## src/rtl/dut_core.sv

```systemverilog
`timescale 1ns/1ps
// dut_core: rotating arithmetic engine (16-bit reciprocal, 16/8 fixed-point
// divide, 16-bit rounded square root) working in place on a 256x8 memory.
// Build option: define DUT_ZERO_TRAP_EN so that zero operands bypass
// CALC/ROUND and go straight to STORE with the saturated/zero result.

module dat_mem (
  input  logic       clk,
  input  logic       we,
  input  logic [7:0] addr,
  input  logic [7:0] wdata,
  output logic [7:0] rdata
);
  // NOTE: the storage array has no reset; contents must survive every start pulse.
  logic [7:0] core [0:255];

  // Synchronous write port; the read port below is combinational.
  always_ff @(posedge clk) begin
    if (we) core[addr] <= wdata;
  end

  assign rdata = core[addr];
endmodule

module dut_core (
  input  logic clk,
  input  logic start,
  output logic done
);
  typedef enum logic [2:0] {S_RESET, S_LOAD, S_CALC, S_ROUND, S_STORE, S_DONE} state_t;

  localparam logic [1:0] OP_RECIP = 2'd0;
  localparam logic [1:0] OP_DIV   = 2'd1;
  localparam logic [1:0] OP_SQRT  = 2'd2;

`ifdef DUT_ZERO_TRAP_EN
  localparam bit ZeroTrap = 1'b1;
`else
  localparam bit ZeroTrap = 1'b0;
`endif

  state_t      state_q, state_d;
  logic [1:0]  sel = OP_RECIP;  // power-up value only; start never clears it
  logic [1:0]  op;              // operation latched for the current run
  logic [4:0]  cnt;             // byte / iteration counter within a phase
  logic [15:0] opnd;            // last two operand bytes loaded
  logic [24:0] dvd;             // dividend / radicand, consumed MSB first
  logic [24:0] quo;             // quotient with guard bit, or square root
  logic [15:0] rem;             // partial remainder
  logic [23:0] res;             // left-aligned result, shifted out during STORE

  logic        mem_we;
  logic [7:0]  mem_addr, mem_wdata, mem_rdata;

  logic        load_last, calc_last, store_last, is_sqrt, trap_now, zero_now;
  logic [7:0]  ld_base, st_base;
  logic [15:0] dsr;
  logic [23:0] opnd_nxt, sat_val, rnd_val;
  logic [16:0] div_trial;
  logic        div_ge;
  logic [15:0] div_rem;
  logic [10:0] sq_acc, sq_trial;
  logic        sq_ge;
  logic [8:0]  sq_rem;
  logic [7:0]  root_up;

  dat_mem dat_mem1 (
    .clk   (clk),
    .we    (mem_we),
    .addr  (mem_addr),
    .wdata (mem_wdata),
    .rdata (mem_rdata)
  );

  // A zero divisor/radicand: the divide operation only looks at its 8-bit divisor.
  function automatic logic is_zero(input logic [1:0] o, input logic [15:0] v);
    return (o == OP_DIV) ? (v[7:0] == 8'h00) : (v == 16'h0000);
  endfunction

  // Per-operation phase lengths, memory map and divisor selection.
  always_comb begin
    // NOTE: every output of this block gets a default first, so no latch can be inferred.
    load_last  = 1'b0;
    calc_last  = 1'b0;
    store_last = 1'b0;
    ld_base    = 8'd13;
    st_base    = 8'd15;
    dsr        = opnd;
    sat_val    = 24'h000000;
    is_sqrt    = 1'b0;
    case (op)
      OP_RECIP: begin
        load_last  = (cnt == 5'd1);
        calc_last  = (cnt == 5'd16);
        store_last = (cnt == 5'd1);
        ld_base    = 8'd8;
        st_base    = 8'd10;
        sat_val    = 24'hFFFF00;
      end
      OP_DIV: begin
        load_last  = (cnt == 5'd2);
        calc_last  = (cnt == 5'd24);
        store_last = (cnt == 5'd2);
        ld_base    = 8'd0;
        st_base    = 8'd4;
        dsr        = {8'h00, opnd[7:0]};
        sat_val    = 24'hFFFFFF;
      end
      default: begin
        load_last  = (cnt == 5'd1);
        calc_last  = (cnt == 5'd7);
        store_last = (cnt == 5'd0);
        is_sqrt    = 1'b1;
      end
    endcase
  end

  // One iteration of the restoring divider and of the restoring square root,
  // plus the rounding/saturation applied in ROUND.
  always_comb begin
    opnd_nxt  = {opnd, mem_rdata};
    trap_now  = ZeroTrap && is_zero(op, opnd_nxt[15:0]);
    zero_now  = is_zero(op, opnd);
    div_trial = {rem, dvd[24]};
    div_ge    = (div_trial >= {1'b0, dsr});
    div_rem   = div_trial[15:0] - dsr;
    sq_acc    = {rem[8:0], dvd[24:23]};
    sq_trial  = {1'b0, quo[7:0], 2'b01};
    sq_ge     = (sq_acc >= sq_trial);
    sq_rem    = sq_acc[8:0] - sq_trial[8:0];
    // Remainder X - s*s above s means X > s*s + s: round the root up, capped at 8'hFF.
    root_up   = ((rem[8:0] > {1'b0, quo[7:0]}) && (quo[7:0] != 8'hFF)) ? quo[7:0] + 8'd1 : quo[7:0];
    case (op)
      OP_RECIP: rnd_val = {quo[16:1] + {15'd0, quo[0]}, 8'h00};
      OP_DIV:   rnd_val = quo[24:1] + {23'd0, quo[0]};
      default:  rnd_val = {root_up, 16'h0000};
    endcase
    if (zero_now) rnd_val = sat_val;
  end

  // State register with synchronous reset from start.
  always_ff @(posedge clk) begin
    if (start) state_q <= S_RESET;
    else       state_q <= state_d;
  end

  // Next-state logic.
  always_comb begin
    state_d = state_q;
    if (start) begin
      state_d = S_RESET;
    end else begin
      case (state_q)
        S_RESET: state_d = S_LOAD;
        S_LOAD:  if (load_last) state_d = trap_now ? S_STORE : S_CALC;
        S_CALC:  if (calc_last) state_d = S_ROUND;
        S_ROUND: state_d = S_STORE;
        S_STORE: if (store_last) state_d = S_DONE;
        S_DONE:  state_d = S_DONE;
        default: state_d = S_RESET;
      endcase
    end
  end

  // Outputs: done flag and the single memory port.
  always_comb begin
    done      = (state_q == S_DONE);
    mem_we    = (state_q == S_STORE);
    mem_addr  = (mem_we ? st_base : ld_base) + {3'b000, cnt};
    mem_wdata = res[23:16];
  end

  // Operation selector: latched into op and advanced when leaving RESET.
  always_ff @(posedge clk) begin
    if (!start && state_q == S_RESET) sel <= (sel == OP_SQRT) ? OP_RECIP : sel + 2'd1;
  end

  // Datapath registers.
  always_ff @(posedge clk) begin
    if (start) begin
      op   <= OP_RECIP;
      cnt  <= '0;
      opnd <= '0;
      dvd  <= '0;
      quo  <= '0;
      rem  <= '0;
      res  <= '0;
    end else begin
      case (state_q)
        S_RESET: begin
          op  <= sel;
          cnt <= '0;
        end
        S_LOAD: begin
          opnd <= opnd_nxt[15:0];
          if (load_last) begin
            cnt <= '0;
            quo <= '0;
            rem <= '0;
            case (op)
              OP_RECIP: dvd <= 25'h100_0000;              // 2^16 aligned for 17 steps
              OP_DIV:   dvd <= {opnd_nxt[23:8], 9'd0};    // N * 2^9
              default:  dvd <= {opnd_nxt[15:0], 9'd0};    // X, two bits per step
            endcase
            if (trap_now) res <= sat_val;
          end else begin
            cnt <= cnt + 5'd1;
          end
        end
        S_CALC: begin
          cnt <= calc_last ? 5'd0 : cnt + 5'd1;
          if (is_sqrt) begin
            rem <= {7'd0, sq_ge ? sq_rem : sq_acc[8:0]};
            quo <= {quo[23:0], sq_ge};
            dvd <= {dvd[22:0], 2'b00};
          end else begin
            rem <= div_ge ? div_rem : div_trial[15:0];
            quo <= {quo[23:0], div_ge};
            dvd <= {dvd[23:0], 1'b0};
          end
        end
        S_ROUND: begin
          res <= rnd_val;
          cnt <= '0;
        end
        S_STORE: begin
          res <= {res[15:0], 8'h00};
          cnt <= cnt + 5'd1;
        end
        default: ;
      endcase
    end
  end
endmodule

```

## config.mk

```make
export PLATFORM = sky130hd
export DESIGN_NAME = dut_core
export DESIGN_NICKNAME = d
export VERILOG_FILES = /design/src/rtl/dut_core.sv
export SDC_FILE = /design/constraint.sdc
export NUM_CORES = 1
export LEC_CHECK = 0
export BUFFER_PORTS_ARGS = -buffer_cell sky130_fd_sc_hd__buf_4
export CAP_MARGIN = 20
export CORE_AREA = 2 2 52 54
export DETAILED_ROUTE_END_ITERATION = 8
export DIE_AREA = 0 0 54 56
export PLACE_DENSITY = 0.5
export RECOVER_POWER = 50
export SLEW_MARGIN = 10
export SYNTH_ARGS = -nofsm -noshare
export SYNTH_HDL_FRONTEND = slang
export SYNTH_SLANG_ARGS = --single-unit
export TNS_END_PERCENT = 50
```

## constraint.sdc

```tcl
create_clock -name clk -period 1.93 [get_ports clk]
set_input_delay 0.4825 -clock clk [delete_from_list [all_inputs] [get_ports clk]]
set_output_delay 0.4825 -clock clk [all_outputs]
set_load 0.01 [all_outputs]
```

# Word-level counts from Yosys, hierarchy flattened
# Index checks and enable logic that the tools add are counted.
# totals
regBits,12
input_bits,2
wordCells,39
# op_classes
n_mux,10
n_eq_ne,15
n_addsub,2
reduce_logical,8
# op_table
cell,count
one-hot mux 5 bit (4 select lines),1
one-hot mux 3 bit (6 select lines),1
"equality test 5 bit, second input constant",2
two-way mux 5 bit,2
two-way mux 3 bit,3
"equality test 3 x 2 -> 1 bit, second input constant",2
"equality test 3 bit, second input constant",2
"inequality test 2 bit, second input constant",3
"adder 5 x 1 -> 5 bit, second input constant",1
"equality test 5 x 1 -> 1 bit, second input constant",1
"equality test 5 x 2 -> 1 bit, second input constant",1
"equality test 5 x 3 -> 1 bit, second input constant",1
logical NOT 5 bit,1
one-hot mux 1 bit (2 select lines),2
nonzero test 4 bit,1
"equality test 3 x 1 -> 1 bit, second input constant",1
logical NOT 3 bit,1
AND reduction 3 bit,1
"adder 2 x 1 -> 2 bit, second input constant",1
"equality test 2 x 1 -> 1 bit, second input constant",1
"equality test 2 bit, second input constant",1
logical NOT 2 bit,1
OR reduction 2 bit,1
logical AND 1 bit,1
2 further kinds,2

# Depth between registers and ports, before layout
# Gate-level depths: netlist of the first run.
# logic_depth
word_depth,4
ltp_mapped,7
ltp_nobuf,7

# Worst setup path before layout of the first run
# Ideal clock, no wire load.
# synth_timing
kind,reg-to-output
start,register state_q[2]
end,output port done
slack_ps,499
arrival_time_ps,949
path_stages_with_launch,4
path_cell_list,dfxtp_1 > buf_6 > clkbuf_1 > and2_1
# synth_via
elab_chain_len,1
# synth_rtl
item,line,text
from (decl),42,"state_t state_q, state_d;"
from (signal assigned),144,else state_q <= state_d;
equality test 3 bit,167,done = (state_q == S_DONE);
to (decl),28,output logic done
# Every way passes these cells.

# Final worst setup path of the first run
# layout_timing
start,register state_q[0]
end,output port done
# The elaborated chain is that of the path after synthesis.

==> impl_metrics.yaml, run 1 <==
status:
  outcome: "finished, final reports clean"
place:
  portBuffers: 2
  dp_hpwl_um: 1110
  gp_congestion: 0.744
power_and_ir_drop:
  ir_drop_mv: 0.284
  powerDensity_nw_per_um2: 694
  leakagePower_nw: 0.291
  total_power_mw: 0.604
sta:
  slew-limit-headroom: 0.680
  worst_slew_pin_slew_ns: 0.480
  setup_viol: 0
  hold_violations: 0
  fin_crit_sh: 0.888
  fmax_mhz: 583
  slew_viol_final: 0
  clock-skew-final_ns: 0.00346
  rsz0062_at_grt: "no"
  min_period_ns: 1.71
  fin_tns_setup_ns: 0
setup_path:
  path_max_fanout: 9
  startpoint_type: "flop"
  path_buf_inv: 1
  critical_path.cell_chain: "nor2b_1, and2_1, buf_4"
  r2r_start: "state_q[0]"
  required_ns: 1.45
  path_class: "reg2out"
  crit_family: "flip-flops"
  reg2reg_to: "cnt[2]"
  arrival_ns: 1.23
  worst_path_max_delay_cell: "dfxtp_1"
  cp-end-kind: "output port"
  max_stage_delay_ns: 0.50
  r2r_cells: 5
  rrSetupSlack_ns: 0.29
synthesis:
  ys.warnings.count: 0
  ys_seq_area_frac: 0.315
  avgSynthCellArea_um2: 9.18
  dominantRegCellSynth: "dfxtp_1"
  syn_inst: 90
  synth_edf_count: 2
  synth_seq_cells: 12
  syn_area_um2: 826
  syn_nets: 97
  ys_types: 39
  synthArstFlopShare: 0
global_route:
  top_usage_layer: "met2"
  grt_util_met3: 0.0323
  grt_max_degree: 16
  grt-ovfl-total: 0
  grt_use_met2: 0.190
  grt_antenna_before_repair: 0
  grt_first_pass_wirelength_um: 2740
  grt_pass1_vias: 601
  grt_util_all_layers: 0.122
  grt_use_met1: 0.160
routing:
  drt_wl_total_um: 1530
  drtAntennaViolNets: 0
  num_vias: 629
  first_iter_violations: 8
  routedWlPerCell_um: 12.6
  viasPerCell: 5.16
  drt-pass1-iter-count: 4
  drc: 0
die:
  rows: 18
  initial_core_util: 0.340
  io_pins: 3
  die-area_um2: 3020
  die_x_um: 54
  coreArea_um2: 2430
  die_h_um: 56
cells_and_area:
  drive_gt1_frac: 0.174
  final_nets: 100
  fill_cells: 270
  syn2layout_area_growth_pct: 5.45
  diodes: 0
clocking:
  postCtsSetupRepairBufs: 0
  cts-root-buf: "clkbuf_4"
  path_clk_slew_ns: 0.07
  ctsLongestPathBuffers: 2
  tritoncts: "built"
  cts_max_level: 1
  clock_latency_ns: 0.26
  hold_buffers: 0
  cts_made_buffers: 3
  clkSinkCount: 12
  post_cts_resized: 0
hold_path:
  hold_start: "start"
  hold_class: "in2reg"
  min_to: "op[1]"
  whs_path_depth: 2
flow_run:
  maxCapViolCount: 0
-- cell type report --
type	count	area, um^2	share of cell area
tap	30	37.5	0.0431
timing repair buffer	3	22.5	0.0259
clock buffer	4	26.3	0.0302
multi-input combinational	70	513	0.589
sequential	12	260	0.299
inverter	3	11.3	0.0129
-- logic make-up (layout without fill, tap and decap cells) --
logic type | after synthesis | in the layout | synth area share
adders and majority gates | 5 | 5 | 0.0758
muxes | 4 | 4 | 0.0500
and+or+nand+nor | 37 | 37 | 0.277
AOI/OAI and AO/OA | 22 | 22 | 0.197
xor gates and xnor gates | 2 | 2 | 0.0212
buffers and inverters | 8 | 10 | 0.0636
DFF | 12 | 12 | 0.315
-- cell usage after synthesis, types with 3 or more instances --
cell type   n  area [um^2]
o21ai_0     3         15.0
buf_6       3         33.8
inv_1       3         11.3
nand2_1     7         26.3
nand2b_1    4         25.0
nor2b_1     3         18.8
nor2_1      5         18.8
a21oi_1     6         30.0
nor3_1      4         20.0
nor3b_1     3         22.5
ha_1        5         62.6
dfxtp_1    10          200
mux2i_1     3         30.0
-- state kept, by name, summed over array words and instances, names as in the netlist --
register / count
op: 2
cnt: 5
state_q: 3
sel: 2
-- power by group --
part | total, mW | internal, mW | switching [mW]
sequential | 0.309 | 0.277 | 0.0324
combinational | 0.134 | 0.0581 | 0.0757
clock | 0.161 | 0.0798 | 0.0812
total | 0.604 | 0.415 | 0.189
-- metal layers --
| layer | wire length [um] | vias to the layer above |
|---|---|---|
| met5 | 0 | - |
| met4 | 15 | 0 |
| met3 | 40 | 2 |
| met2 | 723 | 4 |
| met1 | 752 | 298 |
| li1 | - | 325 |
-- worst register-to-register path, cell delays in order (launching register included) --
cell and delay [ns]:
dfxtp_1 0.50, or2_0 0.45, nand2_2 0.10, a21oi_2 0.18
a311oi_2 0.06, a22o_1 0.24
-- stage by stage --
step	setup WS (ns)	utilization	instances	hold slack [ns]	instance area (um^2)
floorplan	0.499	-	90	0.480	826
global placement	0.411	0.347	118	0.502	845
detailed placement	0.367	0.347	118	0.501	845
CTS	0.205	0.358	122	0.500	871
global route	0.109	0.358	122	0.507	871
finish	0.216	0.358	122	0.503	871
-- worst max path at each step --
stage               startpoint  endpoint  slack [ns]  cells past startpoint
floorplan           state_q[2]      done        0.50                      3
global placement        cnt[0]    cnt[2]        0.41                      6
detailed placement      cnt[0]    cnt[2]        0.37                      6
CTS                 state_q[0]      done        0.20                      3
global route        state_q[0]      done        0.11                      3
finish              state_q[0]      done        0.22                      3
-- cells in the final DEF, fill, tap and decap left out, drive strengths merged, types with 4 or more instances in the layout --
| cell type | count |
|---|---|
| nor2 | 5 |
| dfxtp | 10 |
| ha | 5 |
| nand2 | 8 |
| nor3 | 6 |
| nor3b | 4 |
| o21ai | 4 |
| clkbuf | 4 |
| a21oi | 7 |
| nand2b | 4 |
Note: power is estimated with default switching activity, not from simulation.
==> run 2, diff against run 1 <==
Settings changed: CORE_AREA 2 2 52 54 to 2 2 45 47, DIE_AREA 0 0 54 56 to 0 0 47 49, PLACE_DENSITY 0.5 to 0.63, SYNTH_HIERARCHICAL from default to 1.
==> run 2 against run 1 <==
Against the previous run: sequential share of layout area increased by 0.26 points; critical path depth is the same; core utilization is 11 points higher; synthesized cell count stayed put; critical path type unchanged; largest cell class unchanged; largest power group unchanged; highest routed layer unchanged.
==> impl_metrics.yaml, run 2 <==
global_route:
  grt_max_degree: 14
  grt_use_met2: 0.233
  grt_first_pass_wirelength_um: 2480
  grt_antenna_before_repair: 0
  grt_pass1_vias: 572
  grt_use_met1: 0.171
  grt_util_all_layers: 0.150
  top_usage_layer: "met2"
  grt-ovfl-total: 0
  grt_util_met3: 0.0667
hold_path:
  hold_class: "in2reg"
synthesis:
  synth_area_leaders: "dfxtp_1 24%, ha_1 7.6%, edfxtp_1 7.3%, buf_6 4.1%, a21oi_1 3.6%"
  ys_seq_area_frac: 0.315
  dominantRegCellSynth: "dfxtp_1"
  syn_inst: 90
  yosysTopAreaCellShare: 0.242
  ys_types: 39
  synthArstFlopShare: 0
  avgSynthCellArea_um2: 9.18
  yosysMostFrequentCell: "dfxtp_1"
  ys_top_cells_by_count: "10 x dfxtp_1, 7 x nand2_1, 6 x a21oi_1"
  ys.warnings.count: 6
  synth_seq_cells: 12
  syn_area_um2: 826
  syn_nets: 97
  synth_area_leader_cell: "dfxtp_1"
  synth_edf_count: 2
power_and_ir_drop:
  ir_drop_mv: 0.427
  leakagePower_nw: 0.287
  total_power_mw: 0.605
  powerDensity_nw_per_um2: 701
sta:
  min_period_ns: 1.72
  slew_viol_final: 0
  setup_viol: 0
  worst_slew_pin_slew_ns: 0.558
  fin_crit_sh: 0.891
  fin_tns_setup_ns: 0
  fmax_mhz: 581
  slew-limit-headroom: 0.628
  hold_ws_ns: 0.484
  hold_violations: 0
  clock-skew-final_ns: 0.00724
  rsz0062_at_grt: "no"
routing:
  drt_wl_total_um: 1450
  num_vias: 636
  drt-pass1-iter-count: 4
  routedWlPerCell_um: 12.2
  first_iter_violations: 6
  drc: 0
  drtAntennaViolNets: 0
  viasPerCell: 5.34
cells_and_area:
  postLayoutCellArea_um2: 863
  drive_gt1_frac: 0.163
  largest_reg_flops: 5
  top_register: "cnt"
  syn2layout_area_growth_pct: 4.55
  diodes: 0
  reg_top3: "cnt x5, state_q x3"
  final_common_cell: "dfxtp_1"
  final_cell_mix: "10 x dfxtp_1, 7 x nand2_1, 6 x a21oi_1, 5 x nor2_1, 5 x ha_1"
  final_nets: 100
  final_cells: 119
place:
  gp_congestion: 0.786
  dp_cells: 115
  dp_hpwl_um: 1040
  portBuffers: 2
  dpl_cell_area_um2: 841
clocking:
  hold_buffers: 0
  path_clk_slew_ns: 0.08
  clkSinkCount: 12
  clock_latency_ns: 0.28
  cts-root-buf: "clkbuf_4"
  cts_made_buffers: 3
  tritoncts: "built"
  cts_max_level: 1
  post_cts_resized: 0
  postCtsSetupRepairBufs: 0
  ctsLongestPathBuffers: 2
setup_path:
  startpoint_type: "flop"
  path_max_fanout: 9
  cp-end-kind: "output port"
  path_class: "reg2out"
  required_ns: 1.45
  arrival_ns: 1.24
die:
  io_pins: 3
  initial_core_util: 0.448
  rows: 16
  die_x_um: 47
  die-area_um2: 2300
  die_h_um: 49
  coreArea_um2: 1840
flow_run:
  maxCapViolCount: 0
status:
  outcome: "finished, final reports clean"
run 2: cell counts after synthesis:
No cell type changed its count.
run 2: layout make-up:
class / instances / area [um^2]
Multi-Input combinational cell: 70 / 513
Tap cell: 27 / 33.8
Clock buffer: 4 / 26.3
Timing Repair Buffer: 3 / 18.8
Fill cell: 194 / 978
Inverter: 3 / 11.3
Sequential cell: 12 / 260
run 2: final timing paths:
kind | from | to | slack [ns] | cells past startpoint
worst max-delay path | state_q[0] | done | 0.21 | 3
worst min register to register | op[0] | op[0] | 0.53 | 2
worst max register to register | state_q[0] | cnt[2] | 0.35 | 5
worst min-delay path | start | op[0] | 0.48 | 2
run 2: metal layers:
layer | vias up | wire [um]
li1 | 325 | -
met1 | 299 | 682
met2 | 8 | 679
met3 | 4 | 53
met4 | 0 | 38
met5 | - | 0
run 2: cell families (layout without fill, tap and decap cells):
group,count (synthesis),in the layout,share of synthesized area
flops,12,12,0.315
mux,4,4,0.0500
fa+ha+maj,5,5,0.0758
simple gates,37,37,0.277
buf+inv,8,10,0.0636
xor+xnor,2,2,0.0212
compound gates,22,22,0.197
run 2: report_power, final:
part / internal (mW) / switching, mW / leakage (nW)
Clock: 0.0803 / 0.0842 / 0.0150
Sequential: 0.277 / 0.0320 / 0.101
Combinational: 0.0571 / 0.0741 / 0.171
run 2: critical path, stage by stage, from the launching register on:
cell	delay (ns)
dfxtp_1	0.48
nor2b_1	0.22
and2_1	0.14
buf_4	0.11
run 2: metrics by stage:
stage / setup WS [ns] / utilization
global route: 0.115 / 0.469
CTS: 0.217 / 0.471
finish: 0.210 / 0.469
floorplan: 0.499 / -
detailed placement: 0.359 / 0.457
global placement: 0.414 / 0.457
